$ cat src/rtl/trisc_disp_pkg.sv
// Shared constants for the TRISC debug display blocks.
package trisc_disp_pkg;

    // Width of one hex digit.
    localparam int NIBBLE_W = 4;

    // Largest supported display, in digits.
    localparam int MAX_DIGITS = 8;

    // All digit enables off (the digit selects are active-low).
    localparam logic [MAX_DIGITS-1:0] DIGIT_OFF = '1;

    // Clocks per digit slot: about 1 kHz per digit from the 50 MHz board clock.
    localparam int PRESCALE_BOARD = 50000;

    // Short digit slot so a simulation can cover several frames quickly.
    localparam int PRESCALE_SIM = 4;

endpackage

$ cat src/rtl/trisc_hex_scan_if.sv
// Value/load inputs and the scanned digit outputs of the hex display scanner.
interface trisc_hex_scan_if
    import trisc_disp_pkg::*;
#(
    parameter int DIGITS = 4
);

    logic                         load;
    logic [NIBBLE_W*DIGITS-1:0]   value;
    logic                         blank_en;
    logic [NIBBLE_W-1:0]          nibble;
    logic [DIGITS-1:0]            digit_sel;
    logic                         digit_blank;
    logic                         frame_pulse;

    // Side that supplies the value to show and consumes the digit drive.
    modport master (
        output load,
        output value,
        output blank_en,
        input  nibble,
        input  digit_sel,
        input  digit_blank,
        input  frame_pulse
    );

    // The scanner itself.
    modport slave (
        input  load,
        input  value,
        input  blank_en,
        output nibble,
        output digit_sel,
        output digit_blank,
        output frame_pulse
    );

endinterface

$ cat src/rtl/trisc_scan_prescaler.sv
// Digit-slot prescaler: counts PRESCALE clocks and strobes tick on the last one.
module trisc_scan_prescaler
    import trisc_disp_pkg::*;
#(
    parameter int PRESCALE = PRESCALE_BOARD
) (
    input  logic clk,
    input  logic rst,
    output logic tick
);

    localparam int PW = $clog2(PRESCALE);

    logic [PW-1:0] pcnt;

    assign tick = (pcnt == PW'(PRESCALE - 1));

    // Free-running 0..PRESCALE-1 counter, restarted by reset.
    always_ff @(posedge clk) begin
        if (rst) begin
            pcnt <= '0;
        end else if (tick) begin
            pcnt <= '0;
        end else begin
            pcnt <= pcnt + 1'b1;
        end
    end

endmodule

$ cat src/rtl/trisc_hex_scan.sv
// Time-multiplexed hex display scanner: walks a double-buffered value one
// nibble per digit slot, with active-low digit select and leading-zero blanking.
module trisc_hex_scan
    import trisc_disp_pkg::*;
#(
    parameter int DIGITS   = 4,
    parameter int PRESCALE = PRESCALE_BOARD
) (
    input  logic              clk,
    input  logic              rst,
    trisc_hex_scan_if.slave   bus
);

    localparam int IW = $clog2(DIGITS);
    localparam int VW = NIBBLE_W * DIGITS;

    logic                tick;
    logic                wrap;
    logic [IW-1:0]       idx;
    logic [IW-1:0]       idx_next;
    logic [VW-1:0]       active;
    logic [VW-1:0]       active_next;
    logic [VW-1:0]       pending;
    logic                pend_v;
    logic [NIBBLE_W-1:0] nib_next;
    logic [DIGITS-1:0]   sel_next;
    logic [DIGITS-1:0]   zero_from;
    logic                blank_next;
    logic                all_zero;

    trisc_scan_prescaler #(
        .PRESCALE (PRESCALE)
    ) u_prescaler (
        .clk  (clk),
        .rst  (rst),
        .tick (tick)
    );

    assign wrap = tick && (idx == IW'(DIGITS - 1));

    // Next digit index: advance per slot, back to digit 0 at the frame boundary.
    always_comb begin
        idx_next = idx;
        if (wrap) begin
            idx_next = '0;
        end else if (tick) begin
            idx_next = idx + 1'b1;
        end
    end

    // Next displayed value: only swapped at a frame boundary; a load on the
    // boundary itself bypasses the pending buffer and wins over older data.
    always_comb begin
        active_next = active;
        if (wrap) begin
            if (bus.load) begin
                active_next = bus.value;
            end else if (pend_v) begin
                active_next = pending;
            end
        end
    end

    // Digit drive for the next state, so the registered outputs line up with
    // the index and value being entered on the same edge.
    always_comb begin
        nib_next   = '0;
        sel_next   = DIGIT_OFF[DIGITS-1:0];
        zero_from  = '0;
        blank_next = 1'b0;
        all_zero   = 1'b1;
        // zero_from[i]: digits i..DIGITS-1 of the next value are all zero.
        for (int unsigned k = 0; k < DIGITS; k++) begin
            all_zero = all_zero
                && (active_next[NIBBLE_W*(DIGITS-1-k) +: NIBBLE_W] == '0);
            zero_from[DIGITS-1-k] = all_zero;
        end
        for (int unsigned i = 0; i < DIGITS; i++) begin
            if (idx_next == IW'(i)) begin
                nib_next    = active_next[NIBBLE_W*i +: NIBBLE_W];
                sel_next[i] = 1'b0;
                // Digit 0 always shows, so a zero value reads "0".
                blank_next  = bus.blank_en && (i != 0) && zero_from[i];
            end
        end
    end

    // Scan state, load buffering and registered display outputs.
    always_ff @(posedge clk) begin
        if (rst) begin
            idx             <= '0;
            active          <= '0;
            pending         <= '0;
            pend_v          <= 1'b0;
            bus.nibble      <= '0;
            bus.digit_sel   <= {DIGIT_OFF[DIGITS-1:1], 1'b0};
            bus.digit_blank <= 1'b0;
            bus.frame_pulse <= 1'b0;
        end else begin
            idx    <= idx_next;
            active <= active_next;
            if (bus.load && !wrap) begin
                pending <= bus.value;
                pend_v  <= 1'b1;
            end else if (wrap) begin
                pend_v  <= 1'b0;
            end
            bus.nibble      <= nib_next;
            bus.digit_sel   <= sel_next;
            bus.digit_blank <= blank_next;
            bus.frame_pulse <= wrap;
        end
    end

endmodule

$ cat src/flat_wrapper.sv
// flat-port wrapper written by rule: the top's interface ports become plain ports
module trisc_hex_scan_flat import trisc_disp_pkg::*;
#(
    parameter int DIGITS   = 4,
    parameter int PRESCALE = PRESCALE_BOARD
)
  (clk, rst, bus_load, bus_value, bus_blank_en, bus_nibble, bus_digit_sel, bus_digit_blank, bus_frame_pulse);
  trisc_hex_scan_if #(.DIGITS(DIGITS)) bus_i ();
  input  logic clk;
  input  logic rst;
  input wire logic [$bits(bus_i.load)-1:0] bus_load;
  input wire logic [$bits(bus_i.value)-1:0] bus_value;
  input wire logic [$bits(bus_i.blank_en)-1:0] bus_blank_en;
  output wire logic [$bits(bus_i.nibble)-1:0] bus_nibble;
  output wire logic [$bits(bus_i.digit_sel)-1:0] bus_digit_sel;
  output wire logic [$bits(bus_i.digit_blank)-1:0] bus_digit_blank;
  output wire logic [$bits(bus_i.frame_pulse)-1:0] bus_frame_pulse;
  assign bus_i.load = bus_load;
  assign bus_i.value = bus_value;
  assign bus_i.blank_en = bus_blank_en;
  assign bus_nibble = bus_i.nibble;
  assign bus_digit_sel = bus_i.digit_sel;
  assign bus_digit_blank = bus_i.digit_blank;
  assign bus_frame_pulse = bus_i.frame_pulse;
  trisc_hex_scan #(.DIGITS(DIGITS), .PRESCALE(PRESCALE)) u_core (.clk(clk), .rst(rst), .bus(bus_i));
endmodule
$ cat config.mk
export PLATFORM = sky130hd
export DESIGN_NAME = trisc_hex_scan_flat
export DESIGN_NICKNAME = d
export VERILOG_FILES = /design/src/rtl/trisc_disp_pkg.sv /design/src/rtl/trisc_hex_scan_if.sv /design/src/rtl/trisc_scan_prescaler.sv /design/src/rtl/trisc_hex_scan.sv /design/src/flat_wrapper.sv
export SDC_FILE = /design/constraint.sdc
export NUM_CORES = 1
export LEC_CHECK = 0
export BUFFER_PORTS_ARGS = -buffer_cell sky130_fd_sc_hd__buf_2
export CORE_ASPECT_RATIO = 0.7
export CORE_MARGIN = 5
export CORE_UTILIZATION = 30
export CTS_CLUSTER_SIZE = 12
export DETAILED_ROUTE_END_ITERATION = 12
export PLACE_DENSITY = 0.48
export SETUP_SLACK_MARGIN = 0.2
export SKIP_LAST_GASP = 1
export SLEW_MARGIN = 20
export SYNTH_ARGS = -nofsm -noshare
export SYNTH_HDL_FRONTEND = slang
export SYNTH_SLANG_ARGS = --single-unit
$ cat constraint.sdc
create_clock -name clk -period 7 [get_ports clk]
set_input_delay 0.35 -clock clk [delete_from_list [all_inputs] [get_ports clk]]
set_output_delay 0.35 -clock clk [all_outputs]
set_load 0.02 [all_outputs]
* Word level (Yosys, flattened, before mapping) *
Index checks and enable logic that the tools add are counted.

storage, ports and cells
  bits in registers = 61
  bits of input ports = 20
  output and inout port bits = 10
  logic and storage cells = 48

cells by class
  add/sub/neg operators = 2
  equal/unequal tests = 5
  muxes and demuxes = 18
  reductions and logical operators = 14

operators with widths
  operator                 count
  $mux W16                 3
  $add A16 B1 Y16 const B  1
  $eq A16 B16 Y1 const B   1
  $mux W4                  4
  $logic_not A4 Y1         3
  $mux W1                  9
  $logic_and A1 B1 Y1      7
  $eq A2 B2 Y1 const B     3
  $mux W2                  2
  $add A2 B1 Y2 const B    1
  $eq A2 B1 Y1 const B     1
  $logic_not A2 Y1         1
  $reduce_bool A2 Y1       1
  $reduce_or A2 Y1         1
  $logic_not A1 Y1         1

* Logic depth before layout (Yosys ltp) *
Gate-level depths: netlist of run 1.

  depth after elaboration = 10
  depth in mapped cells = 10
  gate-level depth less buffers = 8

* Modules after synthesis *
Synthesis of run 1 repeated with hierarchy kept, for this count alone.

unflattened totals
  cells, all modules = 283
  area, all modules = 2667.6 sq um

by module, submodules not included
  module                times used  cells each  area each (sq um)  sequential area each (sq um)
  trisc_hex_scan        1           202         1956.9             900.9
  trisc_scan_prescaler  1           81          710.7              320.3

* Worst setup path after synthesis of run 1 *
Ideal clock, no wire load.

  path kind = reg2reg
  start point = register u_core.u_prescaler.pcnt[12]
  end point = register u_core.bus.digit_blank
  setup time = 0.087 ns
  arrival = 2.371 ns
  required time = 6.913 ns
  setup slack = 4.541 ns
  stages on the path, launching flop included = 9
  path buffers = 1
  clock period less this slack = 2.459 ns
  path through = dfxtp_1 -> or4b_4 -> or4_4 -> or2_1 -> buf_6 -> mux2i_1 -> nor3_1 -> a31oi_1 -> nor4b_2

between the ends
  cells in the longest elaborated chain, start to end = 10
  elaborated cells between the ends (all ways) = 19
  those cells by class = eq/ne: 4; mux: 6; reduce/logical: 9

ends and longest elaborated chain
  item                               RTL line                    RTL
  start: declaration                 trisc_scan_prescaler.sv:14  logic [PW-1:0] pcnt;
  start signal: assignment           trisc_scan_prescaler.sv:25  pcnt <= pcnt + 1'b1;
  $eq A16 B16 Y1 *                   trisc_scan_prescaler.sv:16  assign tick = (pcnt == PW'(PRESCALE - 1));
  $logic_and A1 B1 Y1                trisc_hex_scan.sv:39        assign wrap = tick && (idx == IW'(DIGITS - 1));
  $mux W16                           trisc_hex_scan.sv:55        if (wrap) begin
  $logic_not A4 Y1                   trisc_hex_scan.sv:75        && (active_next[NIBBLE_W*(DIGITS-1-k) +: NIBBLE_W] == '0);
  $logic_and A1 B1 Y1 (2 in series)  trisc_hex_scan.sv:75
  $logic_and A1 B1 Y1                trisc_hex_scan.sv:83        blank_next = bus.blank_en && (i != 0) && zero_from[i];
  $mux W1 (2 in series)              trisc_hex_scan.sv:79        if (idx_next == IW'(i)) begin
  $mux W1 *                          trisc_hex_scan.sv:79
  end signal: assignment             trisc_hex_scan.sv:110       bus.digit_blank <= blank_next;
  end: declaration                   trisc_hex_scan_if.sv:34     output digit_blank,

Mark *: on every way between the ends. The rest lies on a longest branch, timed or not.
A chain may end at the register's enable or synchronous reset.

* Worst setup path after layout of run 1 *
  start point = register u_core.u_prescaler.pcnt[12]
  end point = register u_core.bus.nibble[1]

between the ends
  cells in the longest elaborated chain, start to end = 8
  elaborated cells between the ends (all ways) = 13
  those cells by class = eq/ne: 4; mux: 7; reduce/logical: 2

ends and longest elaborated chain
  item                                            RTL line                                    RTL
  $eq A16 B16 Y1 *                                trisc_scan_prescaler.sv:16
  $mux W2 or $logic_and A1 B1 Y1 (tied branches)  trisc_hex_scan.sv:46, trisc_hex_scan.sv:39
  $mux W2                                         trisc_hex_scan.sv:44                        if (wrap) begin
  $logic_not A2 Y1                                trisc_hex_scan.sv:79
  $mux W4 (3 in series)                           trisc_hex_scan.sv:79
  $mux W4 *                                       trisc_hex_scan.sv:79
  end signal: assignment                          trisc_hex_scan.sv:108                       bus.nibble <= nib_next;
  end: declaration                                trisc_hex_scan_if.sv:32                     output nibble,

Marks and branches as above.

==> metrics.md, run 1 <==
| Metric | Value |
|---|---|
| Status | `completed` |
| Crit end category | `register` |
| Clk_lat worst skew | `0.33 ns` |
| Die Y | `roughly 90 µm` |
| Busiest metal layer after global routing | `met1` |
| Diode count | `0` |
| IO buf count | `29` |
| Total placed cells including tap cells | `approximately 440` |
| Period utilisation layout | `0.432` |
| Largest fanout on the critical path | `21` |
| Count of synthesis-stage warnings from yosys | `0` |
| Core Box Area | `between 8000 and 9000 µm²` |
| Final net count | `roughly 360` |
| Worst path cell trace | `or4b_4 -> or4_4 -> or2_1 -> a21oi_1 -> nor2_1 -> a211oi_1 -> a211oi_1` |
| Clock-pin slew on the worst setup and hold paths | `~0.05 ns` |
| Most frequent cells in the layout | `sky130_fd_sc_hd__dfxtp_1, sky130_fd_sc_hd__nand2_1, sky130_fd_sc_hd__nor2_1` |
| TritonCTS clock tree | `yes` |
| H-Tree Level Count | `3` |
| Num Clock Sinks | `61` |
| Top achievable clock speed | `about 330 MHz` |
| Post-cts sizing count | `0` |
| Met1 layer usage reported by global route | `0.185` |
| Critical path's largest stage delay | `0.69 ns` |
| Proportion of synthesized chip area in sequential cells | `0.456` |
| Launching element type of the critical path | `register` |
| Post-route ant nets | `0` |
| Hold/Removal Path Class | `primary input to register` |
| RePlAce Congestion | `0.763` |
| Core Util, Final | `0.369` |
| Remaining global-route overflow | `0` |
| Number of buffers created by CTS | `9` |
| Most instantiated flip-flop cell in the synthesis netlist | `sky130_fd_sc_hd__dfxtp_1` |
| Synthesized netlist net count | `between 300 and 400` |
| Total negative setup slack | `0 ns` |
| Maximum clock skew at final layout | `slightly below 0.006 ns` |
| Post-Synthesis Mean Instance Area | `~8.6 µm²` |
| Power per standard cell area | `about 270 nW/µm²` |
| Unique masters post-synth | `43` |
| Initial antenna violation count | `0` |
| Via total after detailed routing | `just over 2,000` |
| Summed instance area of the synthesized netlist | `between 2000 and 3000 µm²` |
| Total wire length | `between 6000 and 7000 µm` |
| Routed vias/inst | `between 4 and 5` |
| Measured slew at the worst slew-check pin | `about 0.90 ns` |
| RSZ-0062 raised after global routing | `no` |
| Data required time of the critical path | `around 7.2 ns` |
| Share of flip-flops with an asynchronous set or reset | `0` |
| Global-route wire length before repair | `about 11,000 µm` |
| Number of violations reported at the end of detailed-routing iteration 0 | `135` |
| Worst EP arrival | `~3.2 ns` |
| Overall power consumption | `~0.85 mW` |
| Flop and latch count out of synthesis | `61` |
| Maximum count of clock buffers along a single path | `2` |
| HPWL after detailed placement | `approximately 4400 µm` |
| Post-synth EDFFs | `0` |
| Number of remaining DRC errors | `0` |
| Non-Filler Instances | `approximately 460` |
| Met2 capacity usage during global routing | `0.167` |
| Fraction of layout instances using a drive strength above 1 | `0.175` |
| Global routing usage on met3 | `0.0531` |
| Setup violation total in the final timing report | `0` |
| Most common cell after layout, fill and taps aside | `sky130_fd_sc_hd__dfxtp_1` |
| Hold Buf Count CTS | `0` |
| Die span in x | `around 120 µm` |
| Worst ir drop on vdd | `between 0.0001 and 0.00015 V` |
| Setup repair bufs after CTS | `0` |
| Die area | `approximately 11,000 µm²` |
| Number of global-route vias before repair | `between 2,000 and 2,500` |
| Pre-antenna DRT Iters | `4` |
| Max Transition Viols Final | `0` |
| Worst path slowest cell | `sky130_fd_sc_hd__or4_4` |
| Growth of design area from synthesis to finish | `18.3%` |
| Hold violation count in the final report | `0` |
| Critical setup path kind | `register to register` |
| Minimum period implied by the final worst setup slack | `slightly above 3 ns` |
| Cell Rows | `28` |
| Boundary Pins | `30` |
| Clock root buffer | `sky130_fd_sc_hd__clkbuf_16` |
| Total GRT Usage | `0.127` |
| Post-DR wirelength/cell | `13.5 µm` |
| Leakage dissipation | `approximately 1.3 nW` |
| # Max-Cap Violations | `0` |
| Initial core utilization | `0.312` |
| Post-Synthesis Cells | `around 310` |
| Worst-case headroom to the max-slew limit | `0.403` |
| Maximum number of pins on one net before global-route repair | `46` |
| Critical path's most frequent cell | `sky130_fd_sc_hd__a211oi_1` |
-- final timing paths --
kind	from	end	slack [ns]	depth (start not counted)
worst max register to register	u_core.u_prescaler.pcnt[12]	u_core.bus.nibble[1]	3.98	7
worst min register to register	u_core.u_prescaler.pcnt[0]	u_core.u_prescaler.pcnt[0]	0.44	1
worst min-delay path	bus_value[1]	u_core.pending[1]	0.27	3
worst max-delay path	u_core.u_prescaler.pcnt[12]	u_core.bus.nibble[1]	3.98	7
-- cell type report --
type                    count  area [µm²]
clock buffers              12         267
clock inverters             4        45.0
fillers                   886        5410
inverters                   2        7.51
multi-input cells         230        1340
flip-flops and latches     61        1220
well taps                 120         150
repair buffers             29         145
-- synth_stat cells, types with 2 or more instances --
library cell	n	area, µm²
sky130_fd_sc_hd__clkbuf_1	11	41.3
sky130_fd_sc_hd__dfxtp_1	61	1220
sky130_fd_sc_hd__nor3_1	10	50.1
sky130_fd_sc_hd__nor2b_1	7	43.8
sky130_fd_sc_hd__buf_6	5	56.3
sky130_fd_sc_hd__o211ai_1	3	22.5
sky130_fd_sc_hd__nand4_1	4	25.0
sky130_fd_sc_hd__xor2_1	6	52.6
sky130_fd_sc_hd__a21oi_1	31	155
sky130_fd_sc_hd__buf_2	3	15.0
sky130_fd_sc_hd__a211oi_1	6	45.0
sky130_fd_sc_hd__xnor2_1	8	70.1
sky130_fd_sc_hd__nor2_1	45	169
sky130_fd_sc_hd__nor4_1	2	12.5
sky130_fd_sc_hd__nand2_1	54	203
sky130_fd_sc_hd__nand3_1	5	25.0
sky130_fd_sc_hd__or4_1	2	15.0
sky130_fd_sc_hd__a21oi_2	2	17.5
sky130_fd_sc_hd__ha_1	2	25.0
sky130_fd_sc_hd__o21ai_2	3	26.3
sky130_fd_sc_hd__inv_1	2	7.51
sky130_fd_sc_hd__and3_1	4	25.0
sky130_fd_sc_hd__mux2i_1	17	170
-- worst max-delay path: cells and delay by family, from the launching register on --
family             cells  cell delay (ns)
AOI/OAI and AO/OA      3             0.71
DFF                    1             0.33
and+or+nand+nor        4             1.83
-- cell families (layout without fill, tap and decap cells) --
kind of cell	count (synthesis)	in the layout	share of synthesized area
DFF	61	61	0.456
AOI/OAI and AO/OA	49	49	0.112
xor gates and xnor gates	14	14	0.0458
and+or+nand+nor	147	147	0.262
adders and majority gates	2	2	0.00934
muxes	18	18	0.0691
buffers and inverters	22	47	0.0462
-- metal layers --
metal	up-vias	routed length (µm)
met1	923	3460
met3	11	314
met4	0	79
met5	-	0
li1	1104	-
met2	34	2350
-- sequential cells by signal, indices dropped and copies added, names as in the netlist --
name	cells
u_core.bus.frame_pulse	1
u_core.bus.nibble	4
u_core.bus.digit_blank	1
u_core.active	16
u_core.idx	2
u_core.u_prescaler.pcnt	16
u_core.bus.digit_sel	4
u_core.pending	16
u_core.pend_v	1
-- report_power, final --
group	internal, mW	total (mW)	switching, mW
Sequential	0.355	0.359	0.00420
Clock	0.302	0.453	0.151
Combinational	0.0131	0.0371	0.0240
Total	0.670	0.849	0.179
-- per-stage QoR --
stage	cell area [µm²]	hold WS (ns)	setup WS, ns
2_1_floorplan	2680	0.418	4.54
3_3_place_gp	2860	0.438	4.07
3_5_place_dp	2860	0.437	3.98
4_1_cts	3170	0.258	3.97
5_1_grt	3170	0.269	3.79
6_report	3170	0.273	3.98
(Power assumes the default switching activity.)
==> run 2, diff against run 1 <==
Settings changed: PLACE_DENSITY 0.48 to 0.5.
Clock period 7 ns to 2.7 ns, I/O delays scaled along.
==> run 2 against run 1 <==
- register-to-register slack got worse by 3.8 ns
- die area did not move
- non-clock buffer count rose by 26
- first-iteration DRC count fell by 7.4%
- flip-flop and latch count did not move
- sequential share of layout area fell by 3.7 points
- worst hold slack got worse by 0.21 ns
- cell area rose by 11%
- clock skew fell by 0.00080 ns
- combinational power rose to 2.7 times the previous value
- via count rose by 6.6%
- highest routed layer unchanged
==> metrics.md, run 2 (synthesis results as in run 1) <==
| Metric | Value |
|---|---|
| Status | `completed` |
| Routed vias/inst | `4.56 (+0.84%)` |
| Maximum count of clock buffers along a single path | `2 (unchanged)` |
| Number of buffers created by CTS | `9 (unchanged)` |
| Launching element type of the critical path | `register` |
| Sequential fraction of design power | `0.430 (+0.007)` |
| Flop2flop setup slack | `0.17 ns (-3.80 ns)` |
| Global-route wire length before repair | `10,000 µm (-4.8%)` |
| Number of remaining DRC errors | `0 (unchanged)` |
| Critical path endpoint | `u_core.bus.nibble[2]` |
| Num Clock Sinks | `61 (unchanged)` |
| Growth of design area from synthesis to finish | `31.5%` |
| Fillers | `863 (-2.6%)` |
| Total wire length | `6470 µm (+4.5%)` |
| Most common cell after layout, fill and taps aside | `sky130_fd_sc_hd__dfxtp_1` |
| Worst hold slack | `0.0598 ns (-0.213 ns)` |
| Worst EP arrival | `2.77 ns (-0.42 ns)` |
| Die span in x | `123 µm (unchanged)` |
| Largest fanout on the critical path | `6 (-71%)` |
| Fraction of power spent switching nets | `0.210 (-0.00120)` |
| Switch Pwr | `0.455 mW (+150%)` |
| Initial antenna violation count | `0 (unchanged)` |
| Maximum clock skew at final layout | `0.00513 ns (-0.000804 ns)` |
| Boundary Pins | `30 (unchanged)` |
| Max Transition Viols Final | `0 (unchanged)` |
| Fraction of layout instances using a drive strength above 1 | `0.297 (+0.122)` |
| Worst ir drop on vdd | `0.000277 V (+160%)` |
| Hold Buf Count CTS | `0 (unchanged)` |
| Clock root buffer | `sky130_fd_sc_hd__clkbuf_16` |
| Die Y | `89.1 µm (unchanged)` |
| Critical setup path kind | `register to register` |
| Top achievable clock speed | `396 MHz (+20%)` |
| Clock-pin slew on the worst setup and hold paths | `0.05 ns (about the same)` |
| Data required time of the critical path | `2.94 ns (-4.23 ns)` |
| Post-route ant nets | `0 (unchanged)` |
| Hold violation count in the final report | `0 (unchanged)` |
| Core Box Area | `8580 µm² (unchanged)` |
| Maximum number of pins on one net before global-route repair | `45 (-2.2%)` |
| Pre-antenna DRT Iters | `5 (+1)` |
| Die area | `11,000 µm² (unchanged)` |
| Cell family with most CP delay | `simple AND/OR/NAND/NOR gates` |
| Reg-to-reg startpoint | `u_core.u_prescaler.pcnt[5]` |
| Gate power share | `0.047 (+0.003)` |
| H-Tree Level Count | `3 (unchanged)` |
| Cell Rows | `28 (unchanged)` |
| Leading registers by flop count | `u_core.active: 16 flops, u_core.pending: 16 flops, u_core.u_prescaler.pcnt: 16 flops` |
| Via total after detailed routing | `2,208 (+6.6%)` |
| Timing startpoint of the critical path | `u_core.u_prescaler.pcnt[5]` |
| Critical path's largest stage delay | `0.62 ns (-0.07 ns)` |
| HPWL after detailed placement | `4380 µm (+0.53%)` |
| Initial core utilization | `0.312 (unchanged)` |
| Clk_lat worst skew | `0.32 ns (about the same)` |
| Setup violation total in the final timing report | `0 (unchanged)` |
| Number of global-route vias before repair | `1,990 (-1.0%)` |
| Total GRT Usage | `0.120 (-0.00699)` |
| Final net count | `382 (+7.6%)` |
| Power per standard cell area | `615 nW/µm² (+130%)` |
| Internal power | `1.71 mW (+160%)` |
| Most frequent cells in the layout | `sky130_fd_sc_hd__dfxtp_1, sky130_fd_sc_hd__nand2_1, sky130_fd_sc_hd__nor2_1` |
| Part of the power in the clock network | `0.524 (-0.010)` |
| Minimum period implied by the final worst setup slack | `2.53 ns (-0.496 ns)` |
| RSZ-0062 raised after global routing | `yes` |
| Crit end category | `register` |
| RePlAce Congestion | `0.767 (+0.48%)` |
| Remaining global-route overflow | `0 (unchanged)` |
| TritonCTS clock tree | `yes` |
| IO buf count | `29 (unchanged)` |
| Number of gates on the worst path with buffers counted | `6 (-1)` |
| Period utilisation layout | `0.936 (+0.504)` |
| Number of violations reported at the end of detailed-routing iteration 0 | `125 (-7.4%)` |
| Worst-case headroom to the max-slew limit | `0.580 (+0.176)` |
| Endpoint of the worst register-to-register path | `u_core.bus.nibble[2]` |
| Measured slew at the worst slew-check pin | `0.631 ns (-0.265 ns)` |
| Worst path cell trace | `or4bb_4 -> or4b_4 -> buf_4 -> a21oi_4 -> mux2_4 -> a211oi_2` |
| Post-DR wirelength/cell | `13.4 µm (-1.2%)` |
| Worst path slowest cell | `sky130_fd_sc_hd__or4b_4` |
| # Max-Cap Violations | `0 (unchanged)` |
| Hold/Removal Path Class | `primary input to register` |
| Diode count | `0 (unchanged)` |
| Leakage dissipation | `1.40 nW (+12%)` |
| Critical path buffers and inverters | `1 (+1)` |
| Total negative setup slack | `0 ns (unchanged)` |
| Count of cells along the worst register-to-register path | `6 (-1)` |
run 2: cell types whose count changed in the layout (fill, tap and decap cells not counted), sizes merged:
| cell | change |
|---|---|
| clkinvlp | +1 |
| a21oi | +1 |
| clkbuf | -1 |
| clkinv | -1 |
| buf | +26 |
run 2: area by class of cell:
type | instances | area, µm² | area share
clock inverter | 4 | 47.5 | 0.0135
clock buffer | 11 | 253 | 0.0717
tap | 120 | 150 | 0.0426
inverter | 2 | 7.51 | 0.00213
timing repair buffer | 55 | 360 | 0.102
sequential | 61 | 1230 | 0.348
multi-input combinational | 231 | 1480 | 0.420
run 2: worst min-delay path: stages:
cell,delay (ns)
sky130_fd_sc_hd__buf_2,0.10
sky130_fd_sc_hd__nand2_1,0.05
sky130_fd_sc_hd__a21oi_1,0.05
run 2: repair_timing:
| action | 4_1_cts | 5_1_grt |
|---|---|---|
| endpoints found under the hold margin | 0 | 0 |
| endpoints found under the setup margin | 9 | 6 |
| setup buffers | 1 | 9 |
| gates resized for setup | 12 | 24 |
| cloned | 0 | 1 |
| pin swaps | 6 | 6 |
run 2: worst min-delay path by stage:
stage,slack (ns),depth (start not counted),startpoint,end
after floorplan,0.27,2,bus_value[0],u_core.pending[0]
after global placement,0.39,3,bus_value[3],u_core.pending[3]
after detailed placement,0.39,3,bus_value[1],u_core.pending[1]
after CTS,0.05,3,bus_value[1],u_core.pending[1]
after global routing,0.07,3,bus_value[15],u_core.pending[15]
final,0.06,3,bus_value[1],u_core.pending[1]
run 2: layer usage:
layer / vias up / wire [µm] / global-route usage
met4: 0 / 114 / 0.0543
li1: 1156 / - / -
met3: 12 / 314 / 0.0380
met1: 1005 / 3510 / 0.174
met2: 35 / 2530 / 0.160
met5: - / 0 / 0
run 2: power by group through the flow:
stage | registers, mW | logic (mW) | clock network [mW]
2_1_floorplan | 0.946 | 0.0650 | 0
3_3_place_gp | 0.949 | 0.100 | 0
4_1_cts | 0.930 | 0.102 | 1.17
6_report | 0.931 | 0.101 | 1.13
5_1_grt | 0.932 | 0.115 | 1.20
3_5_place_dp | 0.949 | 0.102 | 0
run 2: through the flow:
step                 util  power [mW]  area (µm²)  cells  worst slack, ns
finish              0.411        2.17        3520    484            0.173
CTS                 0.388        2.20        3330    474            0.168
detailed placement  0.347        1.05        2980    458           0.0331
floorplan               -        1.01        2680    313            0.241
global placement    0.347        1.05        2980    458           0.0722
global route        0.411        2.25        3520    484           0.0782
==> run 3, diff against run 2 <==
Settings changed: ABC_AREA set to 0, CELL_PAD_IN_SITES_DETAIL_PLACEMENT set to 0, CELL_PAD_IN_SITES_GLOBAL_PLACEMENT set to 1, PLACE_DENSITY 0.5 to 0.61.
==> run 3 against run 2 <==
- sequential share of layout area fell by 0.40 points
- via count is 1.6% higher
- sequential power is essentially flat
- power decreased by 3.3%
- combinational power up 4%
- register-to-register slack lost 0.04 ns
- fmax down 1.4%
- cell count unchanged
- worst setup slack worse by 0.037 ns
- cell area increased by 1.1%
- count of clock-buffer cells in the layout is the same
- flip-flop and latch count unchanged
- critical path type unchanged
- largest cell class unchanged
==> metrics.md, run 3 (synthesis results as in run 1) <==
| Metric | Value |
|---|---|
| Status | `completed` |
| Total placed cells including tap cells | `458 (unchanged)` |
| Worst EP arrival | `2.74 ns (-0.03 ns)` |
| Endpoint of the worst register-to-register path | `u_core.bus.nibble[3]` |
| Worst-case headroom to the max-slew limit | `0.402 (-0.177)` |
| Fraction of layout instances using a drive strength above 1 | `0.308 (+0.0110)` |
| Growth of design area from synthesis to finish | `32.9%` |
| IO buf count | `29 (unchanged)` |
| Crit end category | `register` |
| Top achievable clock speed | `390 MHz (-1.4%)` |
| Post-route ant nets | `0 (unchanged)` |
| Hold/Removal Path Class | `primary input to register` |
| Initial antenna violation count | `0 (unchanged)` |
| Reg-to-reg startpoint | `u_core.u_prescaler.pcnt[4]` |
| Launching element type of the critical path | `register` |
| Initial core utilization | `0.312 (unchanged)` |
| Total wire length | `6620 µm (+2.3%)` |
| Die Y | `89.1 µm (unchanged)` |
| RePlAce Congestion | `0.757 (-1.3%)` |
| Routed vias/inst | `4.63 (+1.6%)` |
| Non-Filler Instances | `484 (unchanged)` |
| Leakage dissipation | `1.44 nW (+2.4%)` |
| Final net count | `381 (-0.26%)` |
| Critical setup path kind | `register to register` |
| HPWL after detailed placement | `4460 µm (+1.8%)` |
| # Max-Cap Violations | `0 (unchanged)` |
| Die area | `11,000 µm² (unchanged)` |
| Hold violation count in the final report | `0 (unchanged)` |
| Period utilisation layout | `0.950 (+0.0137)` |
| Minimum period implied by the final worst setup slack | `2.56 ns (+0.0370 ns)` |
| Total GRT Usage | `0.133 (+0.0133)` |
| Clk_lat worst skew | `0.33 ns (about the same)` |
| TritonCTS clock tree | `yes` |
| Maximum clock skew at final layout | `0.00695 ns (+0.00182 ns)` |
| RSZ-0062 raised after global routing | `yes` |
| Num Clock Sinks | `61 (unchanged)` |
| Number of violations reported at the end of detailed-routing iteration 0 | `160 (+28%)` |
| Die span in x | `123 µm (unchanged)` |
| Remaining global-route overflow | `0 (unchanged)` |
| Number of remaining DRC errors | `0 (unchanged)` |
| Maximum number of pins on one net before global-route repair | `46 (+2.2%)` |
| Most frequent cells in the layout | `sky130_fd_sc_hd__dfxtp_1, sky130_fd_sc_hd__nand2_1, sky130_fd_sc_hd__nor2_1` |
| Global-route wire length before repair | `11,100 µm (+11%)` |
| Worst hold slack | `0.0528 ns (-0.00705 ns)` |
| H-Tree Level Count | `3 (unchanged)` |
| Worst ir drop on vdd | `0.000295 V (+6.4%)` |
| Instance count along the most critical hold path | `3 (unchanged)` |
| Number of global-route vias before repair | `2,130 (+7.0%)` |
| Setup violation total in the final timing report | `0 (unchanged)` |
| Diode count | `0 (unchanged)` |
| Power per standard cell area | `588 nW/µm² (-4.3%)` |
| Core Box Area | `8580 µm² (unchanged)` |
| Post-DR wirelength/cell | `13.7 µm (+2.3%)` |
| Flop2flop setup slack | `0.14 ns (-0.04 ns)` |
| Clock root buffer | `sky130_fd_sc_hd__clkbuf_16` |
| Min-Delay Startpoint | `bus_value[2]` |
| Number of buffers created by CTS | `9 (unchanged)` |
| Largest fanout on the critical path | `7 (+1)` |
| Fillers | `852 (-1.3%)` |
| Max Transition Viols Final | `0 (unchanged)` |
| Count of cells along the worst register-to-register path | `8 (+2)` |
| Data required time of the critical path | `2.87 ns (-0.07 ns)` |
| Clock-pin slew on the worst setup and hold paths | `0.05 ns (about the same)` |
| Pre-antenna DRT Iters | `4 (-1)` |
| Measured slew at the worst slew-check pin | `0.897 ns (+0.266 ns)` |
| Hold Buf Count CTS | `0 (unchanged)` |
| Maximum count of clock buffers along a single path | `2 (unchanged)` |
| Leading registers by flop count | `u_core.active: 16 flops, u_core.pending: 16 flops, u_core.u_prescaler.pcnt: 16 flops` |
| Most common cell after layout, fill and taps aside | `sky130_fd_sc_hd__dfxtp_1` |
| Hold Path End | `u_core.pending[2]` |
| Cell Rows | `28 (unchanged)` |
| Via total after detailed routing | `2,243 (+1.6%)` |
| Boundary Pins | `30 (unchanged)` |
==> run 3: cell count changes in the layout (fill, tap and decap cells not counted), moves of 3 or more <==
| cell | before | now |
|---|---|---|
| sky130_fd_sc_hd__clkinv_2 | 2 | 5 |
| sky130_fd_sc_hd__nor3_1 | 8 | 2 |
| sky130_fd_sc_hd__a211oi_2 | 4 | 1 |
| sky130_fd_sc_hd__nor3_2 | 3 | 9 |
| sky130_fd_sc_hd__a211oi_1 | 3 | 6 |
==> run 3: metrics by stage <==
stage,cell area (µm²),setup slack [ns],power (mW),setup TNS [ns],utilization
finish,3560,0.136,2.10,0,0.415
global route,3560,0.0386,2.19,0,0.415
CTS,3490,0.142,2.13,0,0.406
detailed placement,2980,-0.00613,1.05,-0.00901,0.347
global placement,2980,0.0241,1.05,0,0.347
floorplan,2680,0.241,1.01,0,-
==> run 3: cell type report <==
type / count / area (µm²) / share of cell area
inverter: 2 / 7.51 / 0.00211
tap: 120 / 150 / 0.0421
clock buffer: 11 / 253 / 0.0710
timing repair buffer: 55 / 410 / 0.115
sequential: 61 / 1220 / 0.344
clock inverter: 5 / 25.0 / 0.00702
multi-input combinational: 230 / 1490 / 0.419
==> run 3: worst max-delay path, cell delays in order, from the launching register on <==
cell and delay [ns]:
sky130_fd_sc_hd__dfxtp_2 0.31, sky130_fd_sc_hd__or4bb_4 0.54, sky130_fd_sc_hd__or4_4 0.55, sky130_fd_sc_hd__or2_4 0.34, sky130_fd_sc_hd__buf_6 0.17, sky130_fd_sc_hd__a21oi_2 0.21
sky130_fd_sc_hd__nor2_1 0.07, sky130_fd_sc_hd__a21oi_1 0.13, sky130_fd_sc_hd__a211oi_1 0.08
==> run 3: how the worst max path moves through the flow <==
stage / start / end / slack (ns) / cells past startpoint
2_1_floorplan: u_core.u_prescaler.pcnt[12] / u_core.bus.digit_blank / 0.24 / 8
3_3_place_gp: u_core.u_prescaler.pcnt[13] / u_core.bus.digit_blank / 0.02 / 7
3_5_place_dp: u_core.u_prescaler.pcnt[13] / u_core.bus.digit_blank / -0.006 / 7
4_1_cts: u_core.u_prescaler.pcnt[6] / u_core.bus.digit_blank / 0.14 / 7
5_1_grt: u_core.u_prescaler.pcnt[4] / u_core.bus.nibble[3] / 0.04 / 8
6_report: u_core.u_prescaler.pcnt[4] / u_core.bus.nibble[3] / 0.14 / 8
==> run 3: repair_timing <==
item                                    4_1_cts  5_1_grt
endpoints found under the setup margin        9       23
gates resized for setup                      30       11
pin swaps                                    15        7
cloned                                        2        0
buffers inserted                              6        2
==> run 3: where the power goes <==
group | switching (mW) | internal (mW) | total (mW)
sequential | 0.0111 | 0.919 | 0.930
clock | 0.399 | 0.661 | 1.06
combinational | 0.0662 | 0.0385 | 0.105
==> run 3: layer usage <==
metal / track usage / vias up / wire [µm]
li1: - / 1165 / -
met1: 0.194 / 1029 / 3590
met2: 0.178 / 40 / 2580
met3: 0.0481 / 9 / 382
met4: 0.0482 / 0 / 68
met5: 0 / - / 0
